`config.mk`:
```
export PLATFORM = sky130hd
export DESIGN_NAME = writeback_unit_flat
export DESIGN_NICKNAME = d
export VERILOG_FILES = /design/src/rtl/writeback_unit_if.sv /design/src/rtl/writeback_unit.sv /design/src/flat_wrapper.sv
export SDC_FILE = /design/constraint.sdc
export NUM_CORES = 1
export LEC_CHECK = 0
export CAP_MARGIN = 15
export CORE_ASPECT_RATIO = 0.6
export CORE_UTILIZATION = 32
export DETAILED_ROUTE_END_ITERATION = 10
export SLEW_MARGIN = 10
export SYNTH_ARGS = -nofsm -noshare
export SYNTH_HDL_FRONTEND = slang
export SYNTH_SLANG_ARGS = --single-unit
```
`constraint.sdc`:
```
create_clock -name CLK -period 9.6 [get_ports CLK]
set_input_delay 0.96 -clock CLK [delete_from_list [all_inputs] [get_ports CLK]]
set_output_delay 0.96 -clock CLK [all_outputs]
set_load 0.02 [all_outputs]
```
`src/rtl/writeback_unit_if.sv`:
```
// Data-memory request bus between the writeback unit (master) and data memory (slave).
interface writeback_unit_if #(
   parameter int DATA_W = 32
);
   logic              dmemREN;
   logic              dmemWEN;
   logic [DATA_W-1:0] dmemaddr;
   logic [DATA_W-1:0] dmemstore;
   logic              dhit;
   logic [DATA_W-1:0] dmemload;

   modport master (
      output dmemREN, dmemWEN, dmemaddr, dmemstore,
      input  dhit, dmemload
   );

   modport slave (
      input  dmemREN, dmemWEN, dmemaddr, dmemstore,
      output dhit, dmemload
   );
endinterface

```
`src/rtl/writeback_unit.sv`:
```
// Final pipeline stage: data-memory access for loads/stores, register file write port, sticky halt.
// Define WB_FORWARD_EN to add the fwd_valid/fwd_sel/fwd_dat execute-stage bypass outputs.
module writeback_unit #(
   parameter int DATA_W = 32,
   parameter int SEL_W  = 5,
   parameter int CNT_W  = 16
) (
   input  logic                 CLK,
   input  logic                 nRST,
   input  logic                 in_valid,
   output logic                 in_ready,
   input  logic                 in_memread,
   input  logic                 in_memwrite,
   input  logic                 in_halt,
   input  logic [SEL_W-1:0]     in_wsel,
   input  logic [DATA_W-1:0]    in_result,
   input  logic [DATA_W-1:0]    in_store,
   writeback_unit_if.master     dmem,
   output logic                 wen,
   output logic [SEL_W-1:0]     wsel,
   output logic [DATA_W-1:0]    wdat,
   output logic                 halt,
   output logic [CNT_W-1:0]     stall_cnt
`ifdef WB_FORWARD_EN
   ,
   output logic                 fwd_valid,
   output logic [SEL_W-1:0]     fwd_sel,
   output logic [DATA_W-1:0]    fwd_dat
`endif
);

   typedef enum logic [1:0] {IDLE, MEM, HALTED} state_t;

   state_t state, next_state;

   logic              accept;
   logic              wants_mem;
   logic              alu_retire;

   logic [DATA_W-1:0] addr_p0;
   logic [DATA_W-1:0] store_p0;
   logic [SEL_W-1:0]  sel_p0;
   logic              load_p0;
   logic              storeop_p0;

   logic              vld_p1;
   logic [SEL_W-1:0]  sel_p1;
   logic [DATA_W-1:0] dat_p1;

   logic [CNT_W-1:0]  cnt_q;

   function automatic logic [CNT_W-1:0] sat_inc(input logic [CNT_W-1:0] v);
      return (&v) ? v : v + CNT_W'(1);
   endfunction

   assign accept     = (state == IDLE) && in_valid;
   assign wants_mem  = in_memread || in_memwrite;
   assign alu_retire = accept && !in_halt && !wants_mem;

   always_ff @(posedge CLK) begin
      if (!nRST) state <= IDLE;
      else       state <= next_state;
   end

   always_comb begin
      next_state = state;
      case (state)
         IDLE: begin
            if (in_valid) begin
               if (in_halt)        next_state = HALTED;
               else if (wants_mem) next_state = MEM;
            end
         end
         MEM:     if (dmem.dhit) next_state = IDLE;
         HALTED:  next_state = HALTED;
         default: next_state = IDLE;
      endcase
   end

   always_comb begin
      in_ready       = (state == IDLE);
      halt           = (state == HALTED);
      dmem.dmemREN   = (state == MEM) && load_p0;
      dmem.dmemWEN   = (state == MEM) && storeop_p0;
      dmem.dmemaddr  = (state == MEM) ? addr_p0  : '0;
      dmem.dmemstore = (state == MEM) ? store_p0 : '0;
`ifdef WB_FORWARD_EN
      // The retiring ALU result is younger than the registered write, so it wins.
      if (alu_retire && (in_wsel != '0)) begin
         fwd_valid = 1'b1;
         fwd_sel   = in_wsel;
         fwd_dat   = in_result;
      end else begin
         fwd_valid = vld_p1;
         fwd_sel   = sel_p1;
         fwd_dat   = dat_p1;
      end
`endif
   end

   // Stage p0: memory request captured on acceptance; stateless data, gated by state.
   always_ff @(posedge CLK) begin
      if (accept && !in_halt && wants_mem) begin
         addr_p0    <= in_result;
         store_p0   <= in_store;
         sel_p0     <= in_wsel;
         load_p0    <= in_memread;
         storeop_p0 <= in_memwrite && !in_memread;
      end
   end

   // Stage p1: register file write port, one-cycle enable pulse.
   always_ff @(posedge CLK) begin
      if (!nRST) begin
         vld_p1 <= 1'b0;
         sel_p1 <= '0;
         dat_p1 <= '0;
      end else begin
         vld_p1 <= 1'b0;
         if (alu_retire) begin
            vld_p1 <= (in_wsel != '0);
            sel_p1 <= in_wsel;
            dat_p1 <= in_result;
         end else if ((state == MEM) && dmem.dhit && load_p0) begin
            vld_p1 <= (sel_p0 != '0);
            sel_p1 <= sel_p0;
            dat_p1 <= dmem.dmemload;
         end
      end
   end

   always_ff @(posedge CLK) begin
      if (!nRST)              cnt_q <= '0;
      else if (state == MEM)  cnt_q <= sat_inc(cnt_q);
   end

   assign wen       = vld_p1;
   assign wsel      = sel_p1;
   assign wdat      = dat_p1;
   assign stall_cnt = cnt_q;

endmodule

```
`src/flat_wrapper.sv`:
```
// flat-port wrapper written by rule: the top's interface ports become plain ports
module writeback_unit_flat 
#(
   parameter int DATA_W = 32,
   parameter int SEL_W  = 5,
   parameter int CNT_W  = 16
)
  (CLK, nRST, in_valid, in_ready, in_memread, in_memwrite, in_halt, in_wsel, in_result, in_store, wen, wsel, wdat, halt, stall_cnt, dmem_dmemREN, dmem_dmemWEN, dmem_dmemaddr, dmem_dmemstore, dmem_dhit, dmem_dmemload);
  writeback_unit_if #(.DATA_W(DATA_W)) dmem_i ();
  input  logic CLK;
  input  logic nRST;
  input  logic in_valid;
  output logic in_ready;
  input  logic in_memread;
  input  logic in_memwrite;
  input  logic in_halt;
  input  logic [SEL_W-1:0] in_wsel;
  input  logic [DATA_W-1:0] in_result;
  input  logic [DATA_W-1:0] in_store;
  output logic wen;
  output logic [SEL_W-1:0] wsel;
  output logic [DATA_W-1:0] wdat;
  output logic halt;
  output logic [CNT_W-1:0] stall_cnt;
  output wire logic [$bits(dmem_i.dmemREN)-1:0] dmem_dmemREN;
  output wire logic [$bits(dmem_i.dmemWEN)-1:0] dmem_dmemWEN;
  output wire logic [$bits(dmem_i.dmemaddr)-1:0] dmem_dmemaddr;
  output wire logic [$bits(dmem_i.dmemstore)-1:0] dmem_dmemstore;
  input wire logic [$bits(dmem_i.dhit)-1:0] dmem_dhit;
  input wire logic [$bits(dmem_i.dmemload)-1:0] dmem_dmemload;
  assign dmem_dmemREN = dmem_i.dmemREN;
  assign dmem_dmemWEN = dmem_i.dmemWEN;
  assign dmem_dmemaddr = dmem_i.dmemaddr;
  assign dmem_dmemstore = dmem_i.dmemstore;
  assign dmem_i.dhit = dmem_dhit;
  assign dmem_i.dmemload = dmem_dmemload;
  writeback_unit #(.DATA_W(DATA_W), .SEL_W(SEL_W), .CNT_W(CNT_W)) u_core (.CLK(CLK), .nRST(nRST), .in_valid(in_valid), .in_ready(in_ready), .in_memread(in_memread), .in_memwrite(in_memwrite), .in_halt(in_halt), .in_wsel(in_wsel), .in_result(in_result), .in_store(in_store), .dmem(dmem_i), .wen(wen), .wsel(wsel), .wdat(wdat), .halt(halt), .stall_cnt(stall_cnt));
endmodule
```
==> impl_results.md <==
- Tightest Hold Check Type: reg -> reg
- Busiest metal layer after global routing: met2
- Met1 demand-to-capacity share in global routing: 26.2%
- Dominant synthesized flop cell: sky130_fd_sc_hd__edfxtp_1
- Power Dens Cells: 171 nW/um^2
- Inserted Diodes: 0
- Antenna violations before repair: 0
- Area share of the largest cell type after synthesis: 41.4%
- Total power of the final layout: 1.41 mW
- Cells taking the most area after synthesis: sky130_fd_sc_hd__edfxtp_1 41%, sky130_fd_sc_hd__dfxtp_1 22%, sky130_fd_sc_hd__and2_1 8.3%, sky130_fd_sc_hd__a22oi_1 4.5%, sky130_fd_sc_hd__a21oi_1 4.4%
- I/O pin total: 230
- Data arrival time of the critical path: 2.71 ns
- Remaining antenna violation count: 0
- Slew of the pin with the lowest slew margin: 0.963 ns
- Final count of hold timing violations: 0
- Maximum vdd drop: 0.0906 mV
- Max-slew violation total from the final report: 0
- Pin count of the biggest net entering global routing: 66
- Endpoint kind of the worst setup timing path: output pin
- Clock tree from TritonCTS: done
- Synthesized net count: 548
- RSZ-0062 raised after global routing: false
- Syn_area_per_cell: 11.7 um^2
- Share of final-layout standard cells stronger than drive strength 1: 6.52%
- Final Hold Slack: 0.451 ns
- Vias after detailed routing: 4244
- Failing checks: DRC
- RD Place Congestion: 0.828
- Fraction of the yosys area taken by sequential cells: 63.2%
- Root buf cell: sky130_fd_sc_hd__clkbuf_16
- Hold Path Stages: 2
- Met2 usage: 26.9%
- Wire length reported by the detailed router: 15.3 mm
- H-Tree Depth: 4
- Die Wd: 166 um
- Area of the multi-input gates: 1780 um^2
- GR Layer Usage met3: 7.49%
- Area growth from synthesis to final layout: 60.1%
- Endpoint of the worst hold-timing path: u_core.wdat[8]
- Die Ht: 100 um
- Critical path data required time: 8.64 ns
- Post-synthesis async set-or-reset flop share: 0%
- Switching power as a share of total power: 21.7%
- Flops & latches, synth: 127
- Headroom to the max-slew limit: 35.8%
- Half-perimeter wire length of the detailed placement result: 11.1 mm
- Global router's overall resource usage: 18.7%
- Post-CTS resize count: 0
- Classification of the worst setup path: reg -> out
- Buffers added on ports: 229
- Static leakage power: 2.77 nW
- Router iterations before antenna repair: 9
- Post-synth design cell area: 5140 um^2
- Setup bufs post-CTS: 0
- Number of buffers added by the clock tree synthesis step: 17
- Leading cell type in the layout, fill and taps excluded: sky130_fd_sc_hd__clkdlybuf4s50_1
- Utilization after layout: 53.1%
- Commonest cells after routing, fill and taps aside: 229 x sky130_fd_sc_hd__clkdlybuf4s50_1, 71 x sky130_fd_sc_hd__edfxtp_1, 68 x sky130_fd_sc_hd__and2_1, 56 x sky130_fd_sc_hd__dfxtp_1, 45 x sky130_fd_sc_hd__a21oi_1
- Share of power burned in the clock network: 48.0%
- Yosys synthesis warning count: 0
- CTS Buffer Depth: 2
- Initial standard-cell utilization of the core: 33.2%
- Sink Count: 127
- Startpoint Class: flip-flop
- Nets: 771
- Share of total power in sequential cells: 42.8%
- Overall die area: 16600 um^2
- Synthesized instance count: 439
- Max Clk Rate: 273 MHz
- Clock-pin slew on the worst setup and hold paths: 0.06 ns
- Sum of negative setup slack: 0 ns
- Wire length of the first global-routing pass: 23.4 mm
- Share of the clock period used by the worst path after layout: 38.2%
- Final critical delay including setup and external delays: 3.67 ns
- Total DRC errors in the routed layout: 36
- FF-to-FF setup slack: 7.15 ns
- Worst reg2reg path depth: 4
- Share of total power in combinational logic: 9.2%
- Clock Latency Late Sink: 0.41 ns
- Critical path peak fanout: 57
- Startpoint of the lowest-slack register-to-register path: u_core.state[1]
- Vias in the first global route: 4011
- Site row count: 35
- Seq. cell area: 3250 um^2
- Status: finished with violations
- Worst min-delay path startpoint: u_core.wdat[8]
- Total of hold buffers inserted after clock tree synthesis: 0
- Largest clock skew in the final design: 0.00793 ns
- Wirelength per Cell: 17.5 um
- Internal power: 1.10 mW
- Detailed-route vias per instance: 4.83
- Remaining Overflow, GRT: 0
- Library cell with the largest summed area after synthesis: sky130_fd_sc_hd__edfxtp_1
- Setup Viol. Count Final: 0
- DRC marker count from the first detailed-route iteration: 372
- Number of inserted filler cells in the final layout: 1399
- EDFF count, synth: 71
- Number of max-cap violations: 0
- End of the worst register-to-register path: u_core.wdat[9]
- Distinct cells, synth: 43
- Switching component of the power: 306 uW
- Placeable core region: 15500 um^2
==> flip-flops by register name (all words and copies together) (netlist names) <==
name and flops:
u_core.addr_p0 32, u_core.load_p0 1, u_core.sel_p0 5, u_core.stall_cnt 16, u_core.state 2, u_core.store_p0 32, u_core.storeop_p0 1, u_core.wdat 32
u_core.wen 1, u_core.wsel 5
==> power by group through the flow <==
stage	combinational, mW	sequential (mW)	clock [mW]
finish	0.130	0.602	0.675
global placement	0.129	0.613	0
global route	0.139	0.603	0.716
CTS	0.131	0.602	0.687
floorplan	0.0415	0.619	0
detailed placement	0.130	0.613	0
==> logic make-up after synthesis <==
| group | count (synthesis) | synth area share, % |
|---|---|---|
| adders and majority gates | 1 | 0.243 |
| buffers and inverters | 31 | 2.72 |
| DFF | 127 | 63.2 |
| AOI/OAI and AO/OA | 101 | 12.4 |
| muxes | 12 | 2.34 |
| and+or+nand+nor | 167 | 19.0 |
==> how the worst max path moves through the flow <==
stage	startpoint	to	slack, ns	cells after the start
after global placement	in_valid	u_core.store_p0[27]	6.06	5
after CTS	u_core.state[0]	dmem_dmemaddr[25]	5.93	4
after floorplan	in_valid	u_core.addr_p0[0]	2.90	3
final	u_core.state[0]	dmem_dmemaddr[25]	5.93	4
after detailed placement	in_valid	u_core.store_p0[1]	5.99	5
after global routing	u_core.state[0]	dmem_dmemaddr[27]	5.78	4
==> stage by stage <==
| stage | setup slack [ns] | cell area [um^2] | instances |
|---|---|---|---|
| global placement | 6.06 | 7620 | 846 |
| CTS | 5.93 | 8240 | 878 |
| detailed placement | 5.99 | 7620 | 846 |
| floorplan | 2.90 | 5140 | 439 |
| finish | 5.93 | 8240 | 878 |
| global route | 5.78 | 8240 | 878 |
==> critical path: stages (launching register included) <==
cell	delay (ns)
sky130_fd_sc_hd__dfxtp_1	0.54
sky130_fd_sc_hd__nor2b_4	0.42
sky130_fd_sc_hd__buf_4	0.46
sky130_fd_sc_hd__and2_1	0.21
sky130_fd_sc_hd__clkdlybuf4s50_1	0.63
==> Yosys cell counts, drive strengths merged, types with 8 or more instances <==
cell / number
buf: 12
dfxtp: 56
nand4: 8
a21oi: 45
o21ai: 8
and2: 68
mux2i: 12
edfxtp: 71
clkbuf: 17
nand2: 43
nor2: 9
a22oi: 31
==> per-layer routing <==
| layer | routed length, um | part of all wire, % |
|---|---|---|
| met5 | 0 | 0 |
| met4 | 139 | 0.91 |
| met3 | 1450 | 9.5 |
| met2 | 6580 | 43 |
| met1 | 7170 | 47 |
==> final cells by class <==
| class | instances | area share (%) |
|---|---|---|
| clock buffers | 19 | 5.26 |
| clock inverters | 13 | 2.28 |
| inverters | 2 | 0.0911 |
| multi-input cells | 281 | 21.6 |
| flip-flops and latches | 127 | 39.5 |
| well taps | 203 | 3.08 |
| repair buffers | 233 | 28.2 |
(Power assumes the default switching activity.)
